--- src/rtl/uart_pkg.sv ---
`default_nettype none
// ----------------------------------------------------------------------------
// uart_pkg
// Shared UART definitions: FSM state encoding and default bit period.
// Shared by uart_rx and the future uart_tx.
// Optional feature macro UART_RX_PARITY_EN is left undefined by default
// (8N1 framing); define it on the command line to enable even parity.
// Revision: 1.0 - initial release
// ----------------------------------------------------------------------------
package uart_pkg;

  // 10 MHz system clock / 115200 baud
  localparam int UART_DEFAULT_CLKS_PER_BIT = 87;

  typedef enum logic [2:0] {
    IDLE   = 3'd0,
    START  = 3'd1,
    DATA   = 3'd2,
    PARITY = 3'd3,
    STOP   = 3'd4,
    BREAK  = 3'd5
  } uart_state_e;

endpackage : uart_pkg
`default_nettype wire

--- src/rtl/uart_rx_sync_2ff.sv ---
`default_nettype none
// ----------------------------------------------------------------------------
// sync_2ff
// One-bit two-flop synchroniser for asynchronous inputs (serial line,
// buttons, switches). RESET_VAL selects the value both flops reset to.
// Revision: 1.0 - initial release
// ----------------------------------------------------------------------------
module sync_2ff #(
  parameter logic RESET_VAL = 1'b0
) (
  input  logic i_clk,
  input  logic i_rst,
  input  logic i_d,
  output logic o_q
);

  logic meta_q;
  logic sync_q;

  // Two back-to-back flops; the first may go metastable, the second settles it
  always_ff @(posedge i_clk) begin
    if (i_rst) begin
      meta_q <= RESET_VAL;
      sync_q <= RESET_VAL;
    end else begin
      meta_q <= i_d;
      sync_q <= meta_q;
    end
  end

  assign o_q = sync_q;

endmodule : sync_2ff
`default_nettype wire

--- src/rtl/uart_rx.sv ---
`default_nettype none
// ----------------------------------------------------------------------------
// uart_rx
// Byte-oriented UART receiver, 8N1, LSB first. Emits a one-cycle o_valid per
// correctly framed byte and a one-cycle o_frame_err when the stop bit is low.
// A held-low line after a bad stop bit parks in BREAK until the line idles.
// Optional: define UART_RX_PARITY_EN for an even-parity bit and o_parity_err.
// Revision: 1.0 - initial release
// ----------------------------------------------------------------------------
module uart_rx
  import uart_pkg::*;
#(
  parameter int CLKS_PER_BIT = UART_DEFAULT_CLKS_PER_BIT
) (
  input  logic       i_clk,
  input  logic       i_rst,
  input  logic       i_rx,
  output logic [7:0] o_data,
  output logic       o_valid,
  output logic       o_busy,
`ifdef UART_RX_PARITY_EN
  output logic       o_parity_err,
`endif
  output logic       o_frame_err
);

  // Start-bit centre offset and full bit period, in counter width
  localparam logic [15:0] HALF = 16'((CLKS_PER_BIT - 1) / 2);
  localparam logic [15:0] LAST = 16'(CLKS_PER_BIT - 1);

  logic        rx_s;
  uart_state_e state_q, state_d;
  logic [15:0] cnt_q, cnt_d;
  logic [2:0]  bit_q, bit_d;
  logic [7:0]  shift_q, shift_d;
  logic [7:0]  data_q, data_d;
  logic        valid_q, valid_d;
  logic        ferr_q, ferr_d;
  logic        busy_q, busy_d;
`ifdef UART_RX_PARITY_EN
  logic        par_q, par_d;
  logic        perr_q, perr_d;
`endif

  // Line idles high, so the synchroniser resets to 1 to avoid a false start
  sync_2ff #(
    .RESET_VAL (1'b1)
  ) u_rx_sync (
    .i_clk (i_clk),
    .i_rst (i_rst),
    .i_d   (i_rx),
    .o_q   (rx_s)
  );

  // State, counters, shift register and registered outputs
  always_ff @(posedge i_clk) begin
    if (i_rst) begin
      state_q <= IDLE;
      cnt_q   <= '0;
      bit_q   <= '0;
      shift_q <= '0;
      data_q  <= '0;
      valid_q <= 1'b0;
      ferr_q  <= 1'b0;
      busy_q  <= 1'b0;
`ifdef UART_RX_PARITY_EN
      par_q   <= 1'b0;
      perr_q  <= 1'b0;
`endif
    end else begin
      state_q <= state_d;
      cnt_q   <= cnt_d;
      bit_q   <= bit_d;
      shift_q <= shift_d;
      data_q  <= data_d;
      valid_q <= valid_d;
      ferr_q  <= ferr_d;
      busy_q  <= busy_d;
`ifdef UART_RX_PARITY_EN
      par_q   <= par_d;
      perr_q  <= perr_d;
`endif
    end
  end

  // Next-state logic: bit timing, sampling and end-of-frame decisions
  always_comb begin
    state_d = state_q;
    cnt_d   = cnt_q;
    bit_d   = bit_q;
    shift_d = shift_q;
    data_d  = data_q;
    valid_d = 1'b0;
    ferr_d  = 1'b0;
    busy_d  = (state_q != IDLE);
`ifdef UART_RX_PARITY_EN
    par_d   = par_q;
    perr_d  = 1'b0;
`endif
    case (state_q)
      IDLE: begin
        if (!rx_s) begin
          state_d = START;
          cnt_d   = '0;
        end
      end
      START: begin
        if (cnt_q == HALF) begin
          cnt_d   = '0;
          bit_d   = '0;
          // A line already back high at mid-start is a glitch
          state_d = rx_s ? IDLE : DATA;
        end else begin
          cnt_d = cnt_q + 16'd1;
        end
      end
      DATA: begin
        if (cnt_q == LAST) begin
          cnt_d          = '0;
          shift_d[bit_q] = rx_s;
          if (bit_q == 3'd7) begin
`ifdef UART_RX_PARITY_EN
            state_d = PARITY;
`else
            state_d = STOP;
`endif
          end else begin
            bit_d = bit_q + 3'd1;
          end
        end else begin
          cnt_d = cnt_q + 16'd1;
        end
      end
`ifdef UART_RX_PARITY_EN
      PARITY: begin
        if (cnt_q == LAST) begin
          cnt_d   = '0;
          par_d   = rx_s;
          state_d = STOP;
        end else begin
          cnt_d = cnt_q + 16'd1;
        end
      end
`endif
      STOP: begin
        if (cnt_q == LAST) begin
          cnt_d = '0;
          if (rx_s) begin
            state_d = IDLE;
`ifdef UART_RX_PARITY_EN
            if (^{shift_q, par_q}) begin
              perr_d = 1'b1;
            end else begin
              valid_d = 1'b1;
              data_d  = shift_q;
            end
`else
            valid_d = 1'b1;
            data_d  = shift_q;
`endif
          end else begin
            // Framing is checked first; parity is not reported here
            ferr_d  = 1'b1;
            state_d = BREAK;
          end
        end else begin
          cnt_d = cnt_q + 16'd1;
        end
      end
      BREAK: begin
        if (rx_s) begin
          state_d = IDLE;
        end
      end
      default: begin
        state_d = IDLE;
      end
    endcase
  end

  assign o_data      = data_q;
  assign o_valid     = valid_q;
  assign o_busy      = busy_q;
  assign o_frame_err = ferr_q;
`ifdef UART_RX_PARITY_EN
  assign o_parity_err = perr_q;
`endif

endmodule : uart_rx
`default_nettype wire
--- config.mk ---
export PLATFORM = sky130hd
export DESIGN_NAME = uart_rx
export DESIGN_NICKNAME = d
export VERILOG_FILES = /design/src/rtl/uart_pkg.sv /design/src/rtl/uart_rx_sync_2ff.sv /design/src/rtl/uart_rx.sv
export SDC_FILE = /design/constraint.sdc
export NUM_CORES = 1
export LEC_CHECK = 0
export BUFFER_PORTS_ARGS = -buffer_cell sky130_fd_sc_hd__buf_2
export CAP_MARGIN = 25
export CORE_MARGIN = 1
export CORE_UTILIZATION = 50
export CTS_CLUSTER_DIAMETER = 150
export DETAILED_ROUTE_END_ITERATION = 6
export PLACE_DENSITY_LB_ADDON = 0.05
export SETUP_SLACK_MARGIN = 0.05
export SLEW_MARGIN = 15
export SYNTH_ARGS = -nofsm -noshare
export SYNTH_HDL_FRONTEND = slang
export SYNTH_HIERARCHICAL = 1
export SYNTH_SLANG_ARGS = --single-unit
export TNS_END_PERCENT = 30
--- constraint.sdc ---
create_clock -name i_clk -period 5.6 [get_ports i_clk]
set_input_delay 0.56 -clock i_clk [delete_from_list [all_inputs] [get_ports i_clk]]
set_output_delay 0.56 -clock i_clk [all_outputs]
set_load 0.005 [all_outputs]
==> metrics.md <==
| Metric | Value |
|---|---|
| Max Cap Violations | `0` |
| Number of synthesized register bits | `43` |
| Max IR drop VDD | `0.141 mV` |
| ANT nets after route | `0` |
| Die ar. | `4660 sq um` |
| Worst Setup End Kind | `flop` |
| Worst path max stage delay | `0.64 ns` |
| Remaining routing DRC violations | `0` |
| Row Count | `23` |
| Worst setup SP type | `flop` |
| Fraction of registers with async set/reset | `0` |
| Switching power share of the total | `0.205` |
| Status | `finished clean` |
| Unique cell type count in the Yosys netlist | `46` |
| Layout cells sized above 1 | `0.117` |
| Register area share after synthesis | `0.392` |
| Grt total ovfl | `0` |
| EDFF count, synth | `0` |
| H-Tree Depth | `2` |
| Crit-path slowest cell | `nor4_4` |
| Clock buffer count from CTS | `5` |
| Vias/cell | `5.78` |
| Initial DRC count | `182` |
| WL per Instance | `13.9 um` |
| Starting Density | `0.534` |
| Crit-path cells | `nor4_4 > nand3_4 > a221oi_2 > buf_4 > o21ai_0 > a21o_2` |
| Max-slew violations | `0` |
| Largest net degree at the start of global routing | `32` |
| Clk root buf | `clkbuf_8` |
| Final setup TNS | `0 ns` |
| Flop pwr share | `0.502` |
| Dpl hpwl | `2940 um` |
| IO Port Bufs | `13` |
| # resized after CTS | `0` |
| Final nets | `271` |
| Worst-Skew Late Latency | `0.30 ns` |
| Post-CTS Setup Bufs | `0` |
| Min-delay worst type | `flop to flop` |
| Power Internal | `0.000493 W` |
| Total core area | `4120 sq um` |
| Pwr dens | `259 nW/um^2` |
| CTS Hold Bufs | `0` |
| Clock Path Buffers | `2` |
| Logic gate share of total power | `0.037` |
| Width of the chip | `68.3 um` |
| Global placer's final weighted congestion | `0.832` |
| Synth area leaders | `dfxtp_1 (39%), mux2i_1 (7.7%), nor2_1 (5.6%)` |
| Post-route clock period utilization | `0.429` |
| Worst path required time | `5.79 ns` |
| Initial antenna violation count | `0` |
| Synth-to-Final Area Change | `9.23%` |
| Final setup vio count | `0` |
| Total track usage | `0.208` |
| Die Y | `68.3 um` |
| Drt total wl | `4370 um` |
| Clock network power share | `0.461` |
| Post-synth top area share | `0.392` |
| First-pass GRT wire length | `7290 um` |
| Post-synthesis net count | `266` |
| Final Hold Vio Count | `0` |
| Actual slew at the worst max-slew pin | `0.857 ns` |
| Fmax | `0.416 GHz` |
| Cell taking the most area after synthesis | `dfxtp_1` |
| Non-filler instance count after layout | `315` |
| CTS tree | `done` |
| Clock skew | `0.0111 ns` |
| N_diodes | `0` |
| Crit Path Class | `flop to flop` |
| Number of global-route vias before repair | `1,528` |
| Via count | `1,820` |
| Post-synthesis cell count | `259` |
| Normalized max-slew margin | `0.426` |
| Dpl cells | `306` |
| Clock slew at reported path FFs | `0.09 ns` |
| Synth Cell Area | `2200 sq um` |
| Critical Path Fanout Max | `12` |
| Most used DFF post-synth | `dfxtp_1` |
| Synth warn | `6` |
| Syn_area_per_cell | `8.48 sq um` |
| Clock sinks | `43` |
| RSZ-0062 raised after global routing | `false` |
| Crit path time final | `2.40 ns` |
| First drt pass iteration count | `4` |
| Sw Pwr | `0.000127 W` |
| Arrival @ worst endpoint | `2.59 ns` |
| Pleak | `0.981 nW` |
| I/O pins | `14` |
-- per-stage QoR --
step,setup slack [ns],hold WS [ns],power (W),utilization,instance area [sq um]
6_report,3.20,0.412,0.000621,0.583,2400
5_1_grt,2.96,0.428,0.000639,0.583,2400
4_1_cts,2.89,0.418,0.000626,0.581,2390
3_5_place_dp,2.74,0.393,0.000341,0.549,2260
3_3_place_gp,2.79,0.385,0.000341,0.549,2260
2_1_floorplan,3.47,0.383,0.000337,-,2200
-- logic make-up after synthesis --
family / share of synthesized area
adders and majority gates: 0.0273
buffers and inverters: 0.0416
AOI/OAI and AO/OA: 0.112
DFF: 0.392
xor gates and xnor gates: 0.0319
muxes: 0.0774
and+or+nand+nor: 0.318
-- synthesized netlist by cell type (2+ instances only) --
| cell type | instances |
|---|---|
| nor2_1 | 33 |
| nor3_2 | 2 |
| nor3b_1 | 6 |
| dfxtp_1 | 43 |
| clkbuf_1 | 14 |
| nand3_1 | 15 |
| inv_1 | 5 |
| a21oi_1 | 5 |
| nand4_1 | 10 |
| and2_1 | 2 |
| a21o_1 | 6 |
| nor2b_1 | 2 |
| xnor2_1 | 4 |
| o21ai_0 | 19 |
| nor4_1 | 6 |
| nor3_1 | 9 |
| nor4bb_1 | 2 |
| ha_1 | 4 |
| or4b_1 | 2 |
| xor2_1 | 4 |
| nand2_1 | 20 |
| and4_1 | 2 |
| or2_1 | 2 |
| mux2i_1 | 17 |
| and3_1 | 4 |
-- final timing paths --
| kind | from | end | slack (ns) | depth (start not counted) |
|---|---|---|---|---|
| setup / recovery | cnt_q[7]$_SDFFE_PP0P_ | cnt_q[7]$_SDFFE_PP0P_ | 3.20 | 6 |
| setup reg to reg | cnt_q[7]$_SDFFE_PP0P_ | cnt_q[7]$_SDFFE_PP0P_ | 3.20 | 6 |
| hold / removal | u_rx_sync/meta_q$_SDFF_PP1_ | u_rx_sync/o_q$_SDFF_PP1_ | 0.41 | 1 |
| hold reg to reg | u_rx_sync/meta_q$_SDFF_PP1_ | u_rx_sync/o_q$_SDFF_PP1_ | 0.41 | 1 |
-- final cells by class --
| type | instances | area, sq um |
|---|---|---|
| Fill cell | 392 | 1720 |
| Multi-Input combinational cell | 194 | 1240 |
| Sequential cell | 43 | 861 |
| Timing Repair Buffer | 15 | 80.1 |
| Clock buffer | 6 | 72.6 |
| Tap cell | 50 | 62.6 |
| Clock inverter | 2 | 60.1 |
| Inverter | 5 | 18.8 |
-- cells in the final DEF, fill, tap and decap left out, drive strengths merged, types with 2 or more instances in the layout --
| cell | instances |
|---|---|
| a21o | 7 |
| a21oi | 5 |
| and2 | 2 |
| and3 | 4 |
| and4 | 2 |
| buf | 15 |
| bufinv | 2 |
| clkbuf | 6 |
| dfxtp | 43 |
| ha | 4 |
| inv | 5 |
| mux2i | 17 |
| nand2 | 20 |
| nand3 | 16 |
| nand4 | 10 |
| nor2 | 33 |
| nor2b | 2 |
| nor3 | 11 |
| nor3b | 6 |
| nor4 | 7 |
| nor4bb | 2 |
| o21ai | 19 |
| or2 | 2 |
| or4b | 3 |
| xnor2 | 4 |
| xor2 | 4 |
-- state kept, by name, summed over array words and instances (netlist names) --
name	flops
cnt_q	16
bit_q	3
shift_q	8
o_data	8
o_busy	1
o_frame_err	1
o_valid	1
u_rx_sync/meta_q	1
state_q	3
u_rx_sync/o_q	1
-- critical path, delay by kind of cell (launching register included) --
kind            cells  cell delay, ns
compound gates      3            0.82
simple gates        2            0.81
flops               1            0.38
buf+inv             1            0.27
-- layer usage --
| layer | GRT usage | part of all wire |
|---|---|---|
| met3 | 0.0500 | 0.030 |
| met2 | 0.305 | 0.43 |
| met5 | 0 | 0 |
| met4 | 0.0547 | 0.011 |
| met1 | 0.299 | 0.53 |
-- power by group through the flow --
stage	clock (W)	sequential, W	combinational (W)
2_1_floorplan	0	0.000316	0.0000202
3_3_place_gp	0	0.000319	0.0000219
3_5_place_dp	0	0.000319	0.0000225
4_1_cts	0.000292	0.000312	0.0000225
5_1_grt	0.000301	0.000312	0.0000260
6_report	0.000286	0.000312	0.0000227
No activity file was read; power rests on OpenSTA's default activity.
